<file path="config.mk">
export PLATFORM = sky130hd
export DESIGN_NAME = rosc_measure_ctrl
export DESIGN_NICKNAME = d
export VERILOG_FILES = /design/src/rtl/rosc_ctrl_pkg.sv /design/src/rtl/sync_stable_capture.sv /design/src/rtl/rosc_measure_ctrl.sv
export SDC_FILE = /design/constraint.sdc
export NUM_CORES = 1
export LEC_CHECK = 0
export ABC_CLOCK_PERIOD_IN_PS = 4100
export BUFFER_PORTS_ARGS = -buffer_cell sky130_fd_sc_hd__clkbuf_2
export CORE_MARGIN = 2
export CORE_UTILIZATION = 40
export CTS_BUF_LIST = sky130_fd_sc_hd__clkbuf_8
export CTS_CLUSTER_DIAMETER = 60
export DETAILED_ROUTE_END_ITERATION = 8
export SETUP_SLACK_MARGIN = 0.2
export SYNTH_ARGS = -nofsm -noshare
export SYNTH_HDL_FRONTEND = slang
export SYNTH_HIERARCHICAL = 1
export SYNTH_SLANG_ARGS = --single-unit
</file>
<file path="constraint.sdc">
create_clock -name clk -period 4.1 [get_ports clk]
set_clock_uncertainty 0.2 [all_clocks]
set_input_delay 0.82 -clock clk [delete_from_list [all_inputs] [get_ports clk]]
set_output_delay 0.82 -clock clk [all_outputs]
set_load 0.02 [all_outputs]
</file>
<file path="src/rtl/rosc_ctrl_pkg.sv">
// Shared types and defaults for the ring-oscillator measurement sequencer.
package rosc_ctrl_pkg;

   typedef enum logic [2:0] {
      IDLE,
      CLEAR,
      START,
      GATE,
      STOP,
      READ,
      ABORT
   } state_e;

   localparam int HOLD_CYCLES_DEF  = 8;
   localparam int GATE_W_DEF       = 16;
   localparam int SYNC_STAGES_DEF  = 2;
   localparam int STABLE_N_DEF     = 3;
   localparam int READ_TIMEOUT_DEF = 64;

   // Bits needed to hold values 0..n.
   function automatic int cnt_w(input int n);
      return (n < 2) ? 1 : $clog2(n + 1);
   endfunction

endpackage

</file>
<file path="src/rtl/sync_stable_capture.sv">
// Multi-flop synchronizer for an asynchronous 32-bit count plus a run counter
// that declares the value stable once STABLE_N identical samples are seen.
module sync_stable_capture
   import rosc_ctrl_pkg::*;
#(
   parameter int SYNC_STAGES = SYNC_STAGES_DEF,
   parameter int STABLE_N    = STABLE_N_DEF
) (
   input  logic        clk_i,
   input  logic        rst_i,
   input  logic        clear_i,
   input  logic [31:0] async_i,
   output logic [31:0] sample_o,
   output logic        stable_o
);

   localparam int FW = cnt_w(SYNC_STAGES);
   localparam int RW = cnt_w(STABLE_N);

   logic [31:0]   sync_q [SYNC_STAGES];
   logic [FW-1:0] fill_q;
   logic [RW-1:0] run_q;
   logic [31:0]   prev_q;

   // Samples only count once the chain holds data captured after clear.
   always_ff @(posedge clk_i) begin
      if (rst_i || clear_i) begin
         for (int i = 0; i < SYNC_STAGES; i++) sync_q[i] <= '0;
         fill_q <= '0;
         run_q  <= '0;
         prev_q <= '0;
      end else begin
         sync_q[0] <= async_i;
         for (int i = 1; i < SYNC_STAGES; i++) sync_q[i] <= sync_q[i-1];
         if (fill_q != FW'(SYNC_STAGES)) begin
            fill_q <= fill_q + FW'(1);
         end else if (run_q == '0 || sync_q[SYNC_STAGES-1] != prev_q) begin
            run_q  <= RW'(1);
            prev_q <= sync_q[SYNC_STAGES-1];
         end else if (run_q != RW'(STABLE_N)) begin
            run_q <= run_q + RW'(1);
         end
      end
   end

   assign sample_o = prev_q;
   assign stable_o = (run_q == RW'(STABLE_N));

endmodule

</file>
<file path="src/rtl/rosc_measure_ctrl.sv">
// Sequencer for one ring-oscillator timer: clear, start, gate, stop, then a
// stable cross-domain readback of the elapsed count.
module rosc_measure_ctrl
   import rosc_ctrl_pkg::*;
#(
   parameter int HOLD_CYCLES  = HOLD_CYCLES_DEF,
   parameter int GATE_W       = GATE_W_DEF,
   parameter int SYNC_STAGES  = SYNC_STAGES_DEF,
   parameter int STABLE_N     = STABLE_N_DEF,
   parameter int READ_TIMEOUT = READ_TIMEOUT_DEF
) (
   input  logic              clk,
   input  logic              rst,
   input  logic              go,
   input  logic              abort,
   input  logic [GATE_W-1:0] gate_cycles,
   output logic              busy,
   output logic              done,
   output logic [31:0]       result,
   output logic              result_valid,
   output logic              timeout_err,
   output logic              tmr_clear,
   output logic              tmr_start,
   output logic              tmr_stop,
   input  logic [31:0]       tmr_count
);

   localparam int HW = cnt_w(HOLD_CYCLES);
   localparam int TW = cnt_w(READ_TIMEOUT);

   state_e            state_q;
   logic [HW-1:0]     hold_q;
   logic [GATE_W-1:0] gate_len_q;
   logic [GATE_W-1:0] gate_cnt_q;
   logic [TW-1:0]     tmo_q;
   logic              busy_q, done_q, result_valid_q, timeout_err_q;
   logic              tmr_clear_q, tmr_start_q, tmr_stop_q;
   logic [31:0]       result_q;

   logic        cap_clear;
   logic [31:0] cap_sample;
   logic        cap_stable;

   // Capture restarts on the edge that enters READ.
   assign cap_clear = (state_q == STOP) && (hold_q == '0);

   sync_stable_capture #(
      .SYNC_STAGES (SYNC_STAGES),
      .STABLE_N    (STABLE_N)
   ) u_capture (
      .clk_i    (clk),
      .rst_i    (rst),
      .clear_i  (cap_clear),
      .async_i  (tmr_count),
      .sample_o (cap_sample),
      .stable_o (cap_stable)
   );

   always_ff @(posedge clk) begin
      if (rst) begin
         state_q        <= IDLE;
         hold_q         <= '0;
         gate_len_q     <= '0;
         gate_cnt_q     <= '0;
         tmo_q          <= '0;
         busy_q         <= 1'b0;
         done_q         <= 1'b0;
         result_q       <= '0;
         result_valid_q <= 1'b0;
         timeout_err_q  <= 1'b0;
         tmr_clear_q    <= 1'b0;
         tmr_start_q    <= 1'b0;
         tmr_stop_q     <= 1'b0;
      end else begin
         done_q <= 1'b0;
         if (abort && (state_q == CLEAR || state_q == START || state_q == GATE)) begin
            // Stop the timer so it does not keep running unattended.
            state_q     <= ABORT;
            tmr_clear_q <= 1'b0;
            tmr_start_q <= 1'b0;
            tmr_stop_q  <= 1'b1;
            hold_q      <= HW'(HOLD_CYCLES - 1);
         end else begin
            case (state_q)
               IDLE: if (go) begin
                  state_q        <= CLEAR;
                  busy_q         <= 1'b1;
                  tmr_clear_q    <= 1'b1;
                  hold_q         <= HW'(HOLD_CYCLES - 1);
                  gate_len_q     <= (gate_cycles == '0) ? GATE_W'(1) : gate_cycles;
                  result_valid_q <= 1'b0;
                  timeout_err_q  <= 1'b0;
               end
               CLEAR: if (hold_q == '0) begin
                  state_q     <= START;
                  tmr_clear_q <= 1'b0;
                  tmr_start_q <= 1'b1;
                  hold_q      <= HW'(HOLD_CYCLES - 1);
               end else begin
                  hold_q <= hold_q - HW'(1);
               end
               START: if (hold_q == '0) begin
                  state_q     <= GATE;
                  tmr_start_q <= 1'b0;
                  gate_cnt_q  <= gate_len_q - GATE_W'(1);
               end else begin
                  hold_q <= hold_q - HW'(1);
               end
               GATE: if (gate_cnt_q == '0) begin
                  state_q    <= STOP;
                  tmr_stop_q <= 1'b1;
                  hold_q     <= HW'(HOLD_CYCLES - 1);
               end else begin
                  gate_cnt_q <= gate_cnt_q - GATE_W'(1);
               end
               STOP: if (hold_q == '0) begin
                  state_q    <= READ;
                  tmr_stop_q <= 1'b0;
                  tmo_q      <= TW'(READ_TIMEOUT - 1);
               end else begin
                  hold_q <= hold_q - HW'(1);
               end
               READ: if (cap_stable) begin
                  state_q        <= IDLE;
                  busy_q         <= 1'b0;
                  done_q         <= 1'b1;
                  result_q       <= cap_sample;
                  result_valid_q <= 1'b1;
               end else if (tmo_q == '0) begin
                  state_q        <= IDLE;
                  busy_q         <= 1'b0;
                  done_q         <= 1'b1;
                  result_valid_q <= 1'b0;
                  timeout_err_q  <= 1'b1;
               end else begin
                  tmo_q <= tmo_q - TW'(1);
               end
               ABORT: if (hold_q == '0) begin
                  state_q    <= IDLE;
                  busy_q     <= 1'b0;
                  tmr_stop_q <= 1'b0;
               end else begin
                  hold_q <= hold_q - HW'(1);
               end
               default: begin
                  state_q     <= IDLE;
                  busy_q      <= 1'b0;
                  tmr_clear_q <= 1'b0;
                  tmr_start_q <= 1'b0;
                  tmr_stop_q  <= 1'b0;
               end
            endcase
         end
      end
   end

   assign busy         = busy_q;
   assign done         = done_q;
   assign result       = result_q;
   assign result_valid = result_valid_q;
   assign timeout_err  = timeout_err_q;
   assign tmr_clear    = tmr_clear_q;
   assign tmr_start    = tmr_start_q;
   assign tmr_stop     = tmr_stop_q;

endmodule

</file>
**Word-level counts from Yosys, hierarchy flattened**

Memories as Yosys holds them, arrays and structs flattened.
Cells that the tools add are included.

- Bits in writable memories: 64
- Input port bits: 52
- Memories: 1
- Word-level logic and storage cells: 157
- Output and inout bits: 39
- Register bits after elaboration: 121

- $add $sub $neg: 6
- Equal/unequal tests: 32
- Mux-type cells: 50
- Bitwise gates (word level): 8
- Reductions and logical operators: 42

Memories:

| name | depth | bits a word | read ports | clocked after memory_dff | write ports | line | source |
|---|---|---|---|---|---|---|---|
| u_capture.sync_q | 2 | 32 | 2 | 0 | 2 | sync_stable_capture.sv:20 | `logic [31:0] sync_q [SYNC_STAGES];` |

Operators by type and width:

| operator | number |
|---|---|
| $mux 32 | 2 |
| $mux 16 | 3 |
| $logic_not 16->1 | 2 |
| $ne 32x32->1 | 1 |
| $pmux 16 s2 | 1 |
| $sub 16x1->16 const B | 2 |
| $mux 3 | 10 |
| $mux 7 | 3 |
| $pmux 3 s7 | 1 |
| $ne 2x2->1 const B | 9 |
| $mux 1 | 16 |
| $mux 4 | 4 |
| $pmux 4 s4 | 1 |
| $reduce_and 4->1 | 4 |
| $ne 3x1->1 const B | 5 |
| $reduce_and 3->1 | 5 |
| $reduce_and 5->1 | 3 |
| $pmux 7 s2 | 1 |
| $reduce_and 7->1 | 2 |
| $ne 3x3->1 const B | 4 |
| $ne 2x1->1 const B | 5 |
| $reduce_or 5->1 | 2 |
| $eq 3x3->1 const B | 3 |
| $pmux 1 s3 | 3 |
| 25 further kinds | 46 |

**Longest topological paths before layout**

- Depth in word-level cells: 6
- Gate-level depth with buffers: 12
- Gate-level depth less buffers: 8

**Hierarchy**

Netlist, hierarchy kept.

By module, submodules not included:

| module | times used | seq. area each (um^2) | cells an instance | area each (um^2) |
|---|---|---|---|---|
| rosc_measure_ctrl | 1 | 1701.6 | 561 | 4201.5 |
| sync_stable_capture | 1 | 2001.9 | 344 | 3458.3 |

**Least setup slack after synthesis**

Ideal clock, no wire load.

- Kind: flip-flop to flip-flop
- From: register state_q[0]
- To: register gate_cnt_q[8]
- Path slack: 0.868 ns
- Period minus slack after synthesis: 3.232 ns
- Arrival time: 2.900 ns
- Data required time: 3.768 ns
- Stages on the path, launching flop included: 12
- Setup time: 0.132 ns
- Cell sequence: dfxtp_1 > clkbuf_1 > nand3b_1 > clkbuf_1 > clkbuf_1 > mux2i_1 > ha_1 > clkbuf_1 > a21boi_0 > mux2_2 > a22oi_1 > a21oi_1

- Word-level cells in the longest chain between the ends: 6

Ends and longest elaborated chain:

| what | line | source |
|---|---|---|
| from (decl) | rosc_measure_ctrl.sv:31 | `state_e state_q;` |
| from (signal assigned) | rosc_measure_ctrl.sv:61 | `state_q <= IDLE;` |
| from (signal assigned) | rosc_measure_ctrl.sv:78 | `state_q <= ABORT;` |
| from (signal assigned) | rosc_measure_ctrl.sv:86 | `state_q <= CLEAR;` |
| $eq 3x1->1 / $eq 3x2->1 (equally long branches) | rosc_measure_ctrl.sv:76, rosc_measure_ctrl.sv:84 |  |
| $logic_or 1x1->1 (2 in series) | rosc_measure_ctrl.sv:76 | `if (abort && (state_q == CLEAR \|\| state_q == START \|\| state_q == GATE)) begin` |
| $logic_and 1x1->1 | rosc_measure_ctrl.sv:76 |  |
| $not 1->1 (no source line) | - |  |
| $reduce_and 4->1 (no source line) | - |  |
| to (signal assigned) | rosc_measure_ctrl.sv:105 | `gate_cnt_q <= gate_len_q - GATE_W'(1);` |
| to (signal assigned) | rosc_measure_ctrl.sv:114 | `gate_cnt_q <= gate_cnt_q - GATE_W'(1);` |
| to (decl) | rosc_measure_ctrl.sv:34 | `logic [GATE_W-1:0] gate_cnt_q;` |

Several ways; a longest one is shown, not always the timed one.
A chain may end at the register's enable or synchronous reset.

**Worst setup path in the final report**

- From: register state_q[1]
- To: register gate_cnt_q[14]

Same word-level chain as after synthesis.

==> flow_summary.yaml <==
run:
  max_cap_violations: 0
finish:
  drive_gt1_share_pct: 15.0
  mostFrequentLayoutCell: "dfxtp_1"
  num_antenna_cells: 0
  area_delta_synth_final_pct: 13.2
  fin_nets: 1026
  multi_input_area_um2: 3670
  final_core_util_pct: 46.2
  final-seq-area_um2: 3700
  layout_common_cells: "dfxtp_1, nand2_1, clkbuf_2"
  fill_cells: 1857
grt:
  grt_pass1_wl_um: 28000
  antenna_found_initial: 0
  grt-ovfl-total: 0
  grt_pass1_vias: 5571
  grt_max_degree: 126
  grt_usage_pct: 17.2
placed_design:
  dp_hpwl_um: 11700
  portBuffers: 90
  gp_congestion: 0.845
  dp_slack_ns: 1.02
cts:
  cts.clk_slew.worst_paths_ns: 0.11
  postCtsResizedCells: 0
  cts_setup_buffers: 0
  cts_buffers: 17
  clockBufferDepth: 2
  numClockSinks: 185
  cts_tree: "built"
  htreeDepth: 4
  clock_latency_ns: 0.46
  ctsHoldBuffers: 0
  root_buffer: "clkbuf_8"
setup_path:
  cp-start-kind: "flop"
  r2r_cells: 6
  worst-endpoint-required_ns: 4.29
  reg2reg_to: "gate_cnt_q[14]$_SDFFE_PP0P_"
  r2r_start: "state_q[1]$_SDFFE_PP0P_"
  cp.arrival_ns: 3.34
  cp_max_fo: 24
  r2r_slack_ns: 0.94
  end_kind: "flop"
  crit_type: "reg -> reg"
hold_path:
  worstHoldStart: "u_capture/sync_q[0][29]$_SDFF_PP0_"
  hp-class: "reg -> reg"
  min_path_cells: 1
  worstHoldEndpoint: "u_capture/sync_q[0][61]$_SDFF_PP0_"
sta:
  drv_slew: 0
  hold_slack_ns: 0.235
  grt_setup_unrepaired: "no"
  maxClockFrequency_ghz: 0.317
  setup_viol: 0
  fin_crit_sh_pct: 77.0
  tightest_slew_ns: 1.03
  fin_setup_tns_ns: 0
  relSlewSlack_pct: 31.2
  finalHoldViolCount: 0
  fin_ws_ns: 0.943
  period_minus_slack_ns: 3.16
detailed_routing:
  avgViaCountPerCell: 5.07
  vias: 6151
  routed_wl_um: 17100
  drt_iter0_drc: 469
  drt_pass1_iterations: 5
  drc: 0
  drtAntennaViolNets: 0
  wl_per_cell_um: 14.1
floorplanning:
  die_h_um: 142
  die_x_um: 142
  core_um2: 18800
  die-area_um2: 20300
  start_util_pct: 40.8
  io-pin-count: 91
  core.rowCount: 50
run_status:
  status: "finished clean"
synth:
  synth_edf_count: 0
  synth-async-reset-ratio_pct: 0
  synth_warnings: 6
  synth_nets: 964
  seq_area_frac_synth_pct: 48.4
  ys_types: 59
  synthFlopType: "dfxtp_1"
  synth_area_um2: 7660
  syn_avg_cell_area_um2: 8.46
  synth_seq_cells: 185
  netlist_instances: 905
power_and_ir_drop:
  vdd_drop_max_v: 0.000231
  power_density_nw_per_um2: 492
  p_leak_nw: 3.49
[sequential cells by signal (all words and copies together) (netlist names)]
signal / flops
done: 1
result_valid: 1
state_q: 3
busy: 1
hold_q: 4
tmr_stop: 1
u_capture/sample_o: 32
gate_len_q: 16
tmr_start: 1
tmo_q: 7
u_capture/sync_q: 64
u_capture/fill_q: 2
u_capture/run_q: 2
gate_cnt_q: 16
result: 32
tmr_clear: 1
timeout_err: 1
[synth_stat cells, types with 4 or more instances]
cell type | count | area share [%]
nor2b_1 | 9 | 0.74
nor3_1 | 17 | 1.1
ha_1 | 7 | 1.1
a21oi_1 | 85 | 5.6
o21ai_1 | 10 | 0.65
clkbuf_1 | 42 | 2.1
nand3_1 | 46 | 3.0
xnor2_1 | 5 | 0.57
or2_2 | 4 | 0.33
nand2b_1 | 7 | 0.57
a22oi_1 | 4 | 0.39
xor2_1 | 38 | 4.3
buf_2 | 4 | 0.26
nor4_1 | 12 | 0.98
inv_1 | 11 | 0.54
o21ai_0 | 43 | 2.8
mux2i_1 | 9 | 1.2
and2_1 | 66 | 5.4
nand4b_1 | 6 | 0.69
a41oi_1 | 4 | 0.46
nand2_1 | 170 | 8.3
nor2_1 | 44 | 2.2
dfxtp_1 | 185 | 48
buf_6 | 5 | 0.74
o211ai_1 | 6 | 0.59
a31oi_1 | 8 | 0.65
[power by group]
part / internal (mW) / total, mW / leakage [nW] / switching [mW]
clock network: 0.528 / 1.27 / 0.220 / 0.740
registers: 1.92 / 2.07 / 1.51 / 0.143
logic: 0.365 / 0.927 / 1.76 / 0.562
[worst max-delay path: stages, from the launching register on]
cell and delay (ns):
dfxtp_1 0.80, and3b_1 0.74, nand2_1 0.19, a21boi_0 0.62
and2_1 0.24, o211ai_1 0.09, a31oi_1 0.20
[layer usage]
layer	up-vias	routed length (um)	share of wire [%]	track usage [%]
li1	3214	-	-	-
met3	17	674	3.9	4.00
met1	2803	8210	48	22.7
met5	-	0	0	0
met2	117	7970	47	27.9
met4	0	242	1.4	5.42
[kinds of logic (layout without fill, tap and decap cells)]
logic type               count (synthesis)  after routing  share of synthesized area (%)
buffers and inverters                   66            141                           3.89
adder cells (fa/ha/maj)                  8              8                           1.27
flip-flops                             185            185                           48.4
multiplexers                            12             12                           1.62
AND/OR/NAND/NOR                        403            403                           25.4
XOR/XNOR                                43             43                           4.92
AO/OA/AOI/OAI                          188            188                           14.5
[stage by stage]
| step | area, um2 | power [mW] | instances |
|---|---|---|---|
| finish | 8670 | 4.26 | 1214 |
| global route | 8670 | 4.52 | 1214 |
| CTS | 8670 | 4.30 | 1214 |
| detailed placement | 8230 | 3.03 | 1182 |
| global placement | 8230 | 3.03 | 1182 |
| floorplan | 7660 | 2.82 | 905 |
[worst max-delay path by stage]
stage	startpoint	to	slack (ns)	cells after the start
2_1_floorplan	state_q[0]$_SDFFE_PP0P_	gate_cnt_q[8]$_SDFFE_PP0P_	0.87	11
3_3_place_gp	state_q[1]$_SDFFE_PP0P_	gate_cnt_q[14]$_SDFFE_PP0P_	1.10	6
3_5_place_dp	state_q[1]$_SDFFE_PP0P_	gate_cnt_q[14]$_SDFFE_PP0P_	1.02	6
4_1_cts	state_q[1]$_SDFFE_PP0P_	gate_cnt_q[14]$_SDFFE_PP0P_	1.02	6
5_1_grt	state_q[1]$_SDFFE_PP0P_	gate_cnt_q[12]$_SDFFE_PP0P_	0.68	7
6_report	state_q[1]$_SDFFE_PP0P_	gate_cnt_q[14]$_SDFFE_PP0P_	0.94	6
[layout make-up]
class / instances / share of cell area (%)
clock buffers: 17 / 2.70
clock inverters: 15 / 2.37
inverters: 11 / 0.476
multi-input cells: 654 / 42.3
flip-flops and latches: 185 / 42.7
well taps: 234 / 3.38
repair buffers: 98 / 6.03
Note: power is estimated with default switching activity, not from simulation.
